**src/rtl/mips_fetch_pkg.sv**
```systemverilog
// rtl/mips_fetch_pkg.sv - shared types and instruction field positions for the fetch stage
package mips_fetch_pkg;

    typedef enum logic [1:0] {
        IDLE  = 2'd0,
        REQ   = 2'd1,
        VALID = 2'd2,
        ERR   = 2'd3
    } fetch_state_t;

    localparam int INSTR_W   = 32;

    localparam int OP_MSB    = 31;
    localparam int OP_LSB    = 26;
    localparam int FUNCT_MSB = 5;
    localparam int FUNCT_LSB = 0;
    localparam int IMM_MSB   = 15;
    localparam int IMM_LSB   = 0;
    localparam int TGT_MSB   = 25;
    localparam int TGT_LSB   = 0;

    // Branch displacement in bytes: sign-extended word offset.
    function automatic logic [31:0] branch_offset(input logic [15:0] imm);
        return {{14{imm[15]}}, imm, 2'b00};
    endfunction

endpackage

```
**src/rtl/next_pc_calc.sv**
```systemverilog
// rtl/next_pc_calc.sv - combinational next-PC selection: jump, taken branch or sequential
module next_pc_calc
    import mips_fetch_pkg::*;
(
    input  logic [31:0]        pc_plus4,
    input  logic [INSTR_W-1:0] instr,
    input  logic               pcsrc,
    input  logic               jump,
    output logic [31:0]        next_pc
);

    logic unused_op_funct;
    assign unused_op_funct = ^instr[OP_MSB:OP_LSB];

    // Jump takes priority over a taken branch; all sums wrap modulo 2^32.
    always_comb begin
        next_pc = pc_plus4;
        if (jump) begin
            next_pc = {pc_plus4[31:28], instr[TGT_MSB:TGT_LSB], 2'b00};
        end else if (pcsrc) begin
            next_pc = pc_plus4 + branch_offset(instr[IMM_MSB:IMM_LSB]);
        end
    end

endmodule

```
**src/rtl/fetch_unit.sv**
```systemverilog
// rtl/fetch_unit.sv - instruction fetch stage: PC register, imem handshake, held instruction
module fetch_unit
    import mips_fetch_pkg::*;
#(
    parameter logic [31:0] RESET_PC = 32'h0000_0000,
    parameter int          MAX_WAIT = 16
) (
    input  logic               clk,
    input  logic               reset,
    output logic               imem_req,
    output logic [31:0]        imem_addr,
    input  logic               imem_ready,
    input  logic [31:0]        imem_rdata,
    output logic [INSTR_W-1:0] instr,
    output logic               instr_valid,
    output logic [31:0]        pc,
    output logic [31:0]        pc_plus4,
    input  logic               commit,
    input  logic               pcsrc,
    input  logic               jump,
    output logic               fetch_err
);

    localparam int CNT_W = $clog2(MAX_WAIT + 1);

    fetch_state_t     state;
    logic [CNT_W-1:0] wait_cnt;
    logic [31:0]      next_pc;

    assign pc_plus4  = pc + 32'd4;
    assign imem_addr = pc;

    next_pc_calc u_next_pc (
        .pc_plus4 (pc_plus4),
        .instr    (instr),
        .pcsrc    (pcsrc),
        .jump     (jump),
        .next_pc  (next_pc)
    );

    // MAX_WAIT consecutive not-ready REQ cycles end in the sticky error state.
    always_ff @(posedge clk) begin
        if (reset) begin
            state       <= IDLE;
            pc          <= RESET_PC;
            instr       <= '0;
            instr_valid <= 1'b0;
            imem_req    <= 1'b0;
            fetch_err   <= 1'b0;
            wait_cnt    <= '0;
        end else begin
            case (state)
                IDLE: begin
                    state    <= REQ;
                    imem_req <= 1'b1;
                end
                REQ: begin
                    if (imem_ready) begin
                        instr       <= imem_rdata;
                        wait_cnt    <= '0;
                        imem_req    <= 1'b0;
                        instr_valid <= 1'b1;
                        state       <= VALID;
                    end else if (wait_cnt == CNT_W'(MAX_WAIT - 1)) begin
                        imem_req  <= 1'b0;
                        fetch_err <= 1'b1;
                        state     <= ERR;
                    end else begin
                        wait_cnt <= wait_cnt + 1'b1;
                    end
                end
                VALID: begin
                    if (commit) begin
                        pc          <= next_pc;
                        instr_valid <= 1'b0;
                        imem_req    <= 1'b1;
                        state       <= REQ;
                    end
                end
                ERR: begin
                    imem_req    <= 1'b0;
                    instr_valid <= 1'b0;
                    fetch_err   <= 1'b1;
                end
                default: state <= IDLE;
            endcase
        end
    end

endmodule

```
**config.mk**
```make
export PLATFORM = sky130hd
export DESIGN_NAME = fetch_unit
export DESIGN_NICKNAME = d
export VERILOG_FILES = /design/src/rtl/mips_fetch_pkg.sv /design/src/rtl/next_pc_calc.sv /design/src/rtl/fetch_unit.sv
export SDC_FILE = /design/constraint.sdc
export NUM_CORES = 1
export LEC_CHECK = 0
export CAP_MARGIN = 10
export CORE_AREA = 4 4 113 115
export CTS_BUF_LIST = sky130_fd_sc_hd__clkbuf_2
export CTS_CLUSTER_DIAMETER = 40
export DETAILED_ROUTE_END_ITERATION = 8
export DIE_AREA = 0 0 117 119
export GPL_TIMING_DRIVEN = 1
export PLACE_DENSITY = 0.8
export SYNTH_ARGS = -nofsm -noshare
export SYNTH_HDL_FRONTEND = slang
export SYNTH_HIERARCHICAL = 1
export SYNTH_SLANG_ARGS = --single-unit
```
**constraint.sdc**
```tcl
create_clock -name clk -period 3.8 [get_ports clk]
set_input_delay 0.76 -clock clk [delete_from_list [all_inputs] [get_ports clk]]
set_output_delay 0.76 -clock clk [all_outputs]
set_load 0.01 [all_outputs]
```
==> impl_metrics.toml, run 1 <==
[placement]
dpl_cell_area_um2 = 7550
dp_hpwl_um = 14900
gp_routability_congestion = 1.02
dpl.cell_count = 1074
io_buffers = 168

[finish]
drive_gt1_share_pct = 10.3
area_growth_pct = 33.3
stdcell_count = 1095
fin_area_um2 = 7770
nNetsFinal = 1014
seq_area_um2 = 1490
fill_cells = 1041
multi_input_area_um2 = 3890

[timing]
tns_ps = 0
rsz0062_at_grt = "no"
min_period_ps = 3640
drv_slew = 0
post-route-period-util_pct = 95.7
finClkSkew_ps = 34.1
relSlewSlack_pct = 37.5
fmax_ghz = 0.275
worstMarginPinSlew_ps = 934
final-setup-viol-count = 0
hold_viol_final = 0

[route]
drt-total-wl_um = 19600
drtIter0Drc = 657
detail-route-antenna-nets = 0
vias_per_cell = 5.70
route.vias.total = 6237
dr.pass1.iters = 8
routedWlPerCell_um = 17.9
drc_errors = 0

[logic_synthesis]
syn_nets = 868
ys_seq_area_share_pct = 25.4
synthArstFlopShare_pct = 0
avgSynthCellArea_um2 = 7.32
netlist_instances = 796
synthDistinctLibCells = 73
synth_seq_cells = 74
synth_edf_count = 0
synth_warnings = 6
synth_ff_type = "dfxtp_1"
syn_area_um2 = 5830

[setup_path]
required_ps = 3040
ff2ff_setup_slack_ps = 230
crit_fanout = 9
timing.rr.start = "imem_addr[7]$_SDFFE_PP0P_"
ff2ff_path_depth = 15
critical_path_class = "reg2out"
rr_endpoint = "imem_addr[26]$_SDFFE_PP0P_"
critPathArrivalTime_ps = 2880
critPathCaptureType = "output pin"
start_kind = "flip-flop"

[pwr]
total_power_uw = 1620
powerDensity_nw_per_um2 = 209
pwr-share-seq_pct = 51.2
clkPwrFrac_pct = 29.6
switchingPower_uw = 520
peakVddDrop_v = 0.000280
power_frac_comb_pct = 19.2
p_leak_uw = 0.00300
switching_share_pct = 32.1
power.internal_uw = 1100

[floorplan]
fp-row-count = 40
die_w_um = 117
die-area_um2 = 13900
ios = 169
fp.coreArea_um2 = 11800
initial_utilization_pct = 49.4
die_h_um = 119

[clock_tree]
clkLatencyLatePin_ps = 580
clock_path_buffers = 2
clkSlewWorstSetupHoldPaths_ps = 220
numCtsBuffers = 9
cts_tree = "yes"
htree_levels = 3
cts-root-buf = "clkbuf_2"
clock-sinks = 74

[global_route]
globalRouteOverflowTotal = 0
antenna_found_initial = 1
met3_usage_pct = 6.76
grt_pass1_wl_um = 31100
grt_busiest_layer = "met2"
grt_util_all_layers_pct = 28.4
grt_max_degree = 51
met2_usage_pct = 41.4
met1_usage_pct = 41.3
grt_pass1_vias = 5768

[run_status]
outcome = "finished, final reports clean"

[hold_path]
min_to = "instr[15]$_SDFFE_PP0P_"
hold_path.class = "reg2reg"
hold_depth = 2
worstHoldStart = "instr[15]$_SDFFE_PP0P_"

[job]
maxCapViolations = 0
-- cell type report --
class / count / share of cell area (%)
diodes: 1 / 0.0322
clock buffers: 9 / 0.580
clock inverters: 7 / 0.999
inverters: 19 / 0.918
multi-input cells: 625 / 50.0
flip-flops and latches: 74 / 19.1
well taps: 147 / 2.37
repair buffers: 213 / 25.9
-- synthesized netlist by cell type (7+ instances only) --
cell type	count	share of area [%]
a21o_1	13	1.7
inv_1	18	1.2
and3_1	7	0.75
clkbuf_1	35	2.3
xnor2_1	22	3.3
nor2_1	34	2.2
a21oi_1	107	9.2
nand2_1	172	11
buf_4	34	4.4
o21ai_0	33	2.8
xor2_1	26	3.9
a22oi_1	12	1.5
dfxtp_1	74	25
nand3_1	20	1.7
ha_1	33	7.1
o21ai_1	9	0.77
nor3_1	12	1.0
mux2i_1	9	1.5
nor2b_1	11	1.2
a211oi_1	9	1.2
nand4_1	9	0.97
-- state kept, by name, summed over array words and instances (netlist names) --
signal       flops
fetch_err        1
imem_addr       32
imem_req         1
instr           32
instr_valid      1
state            2
wait_cnt         5
-- how the worst max path moves through the flow --
stage                                   start                          to  slack [ps]  depth (start not counted)
floorplan           imem_addr[4]$_SDFFE_PP0P_  imem_addr[31]$_SDFFE_PP0P_         180                         16
global placement    imem_addr[7]$_SDFFE_PP0P_  imem_addr[27]$_SDFFE_PP0P_         220                         14
detailed placement  imem_addr[7]$_SDFFE_PP0P_  imem_addr[27]$_SDFFE_PP0P_          70                         14
CTS                 imem_addr[7]$_SDFFE_PP0P_                pc_plus4[26]         -10                          7
global route        imem_addr[7]$_SDFFE_PP0P_  imem_addr[27]$_SDFFE_PP0P_           2                         14
finish              imem_addr[7]$_SDFFE_PP0P_                pc_plus4[23]         160                          7
-- stage by stage --
stage / utilization [%] / hold WS, ps / setup WS [ps]
after floorplan: - / 454 / 179
after global placement: 63.9 / 441 / 216
after detailed placement: 63.9 / 446 / 65.2
after CTS: 65.2 / 471 / -13.8
after global routing: 65.8 / 492 / 1.95
final: 65.8 / 469 / 163
-- cells in the final DEF, fill, tap and decap left out, types with 5 or more instances in the layout --
cell type        count
nand2_1            172
nor4_2               7
nand3_1             18
nand4_1              9
o21ai_1              9
clkdlybuf4s50_1    167
a21oi_1            107
a21o_1              13
inv_1               18
buf_4               45
xor2_1              25
o21ai_0             33
and3_1               7
nor3_1              12
clkbuf_2             9
nor2b_1             11
a31oi_1              5
a211oi_1             9
mux2i_1              9
dfxtp_1             70
a22oi_1             12
nor2_1              34
o21a_1               6
xnor2_1             22
ha_1                32
-- cell families after synthesis --
group,Yosys count,share of synthesized area (%)
AOI/OAI and AO/OA,225,24.2
xor gates and xnor gates,48,7.21
muxes,9,1.55
buffers and inverters,97,8.89
adders and majority gates,34,7.43
DFF,74,25.4
and+or+nand+nor,309,25.3
-- critical path: stages, from the launching register on --
cell,delay (ps)
dfxtp_2,420
and4_2,320
nand3_4,160
buf_4,190
nor4_2,240
xor2_1,260
buf_4,170
clkdlybuf4s50_1,550
-- routing by layer --
metal,up-vias,routed length [um]
met5,-,0
met4,0,376
li1,3061,-
met3,30,1630
met1,2881,8810
met2,265,8750
-- power groups by stage --
stage,clock network [uW],logic [uW],registers [uW]
detailed placement,0,305,843
floorplan,0,155,849
global placement,0,304,843
global route,530,338,833
finish,480,311,829
CTS,493,307,828
-- what timing repair did --
action | CTS | global route
endpoints found under the setup margin | 7 | 23
gates resized for setup | 2 | 15
hold buffers | 0 | 0
buffers inserted | 2 | 2
pin swaps | 1 | 4
Note: power is estimated with default switching activity, not from simulation.
==> run 2: changes to the inputs <==
Settings changed: CTS_CLUSTER_SIZE set to 30.
==> results of run 2 <==
No change in the layout: final DEF, timing and power equal those of run 1.
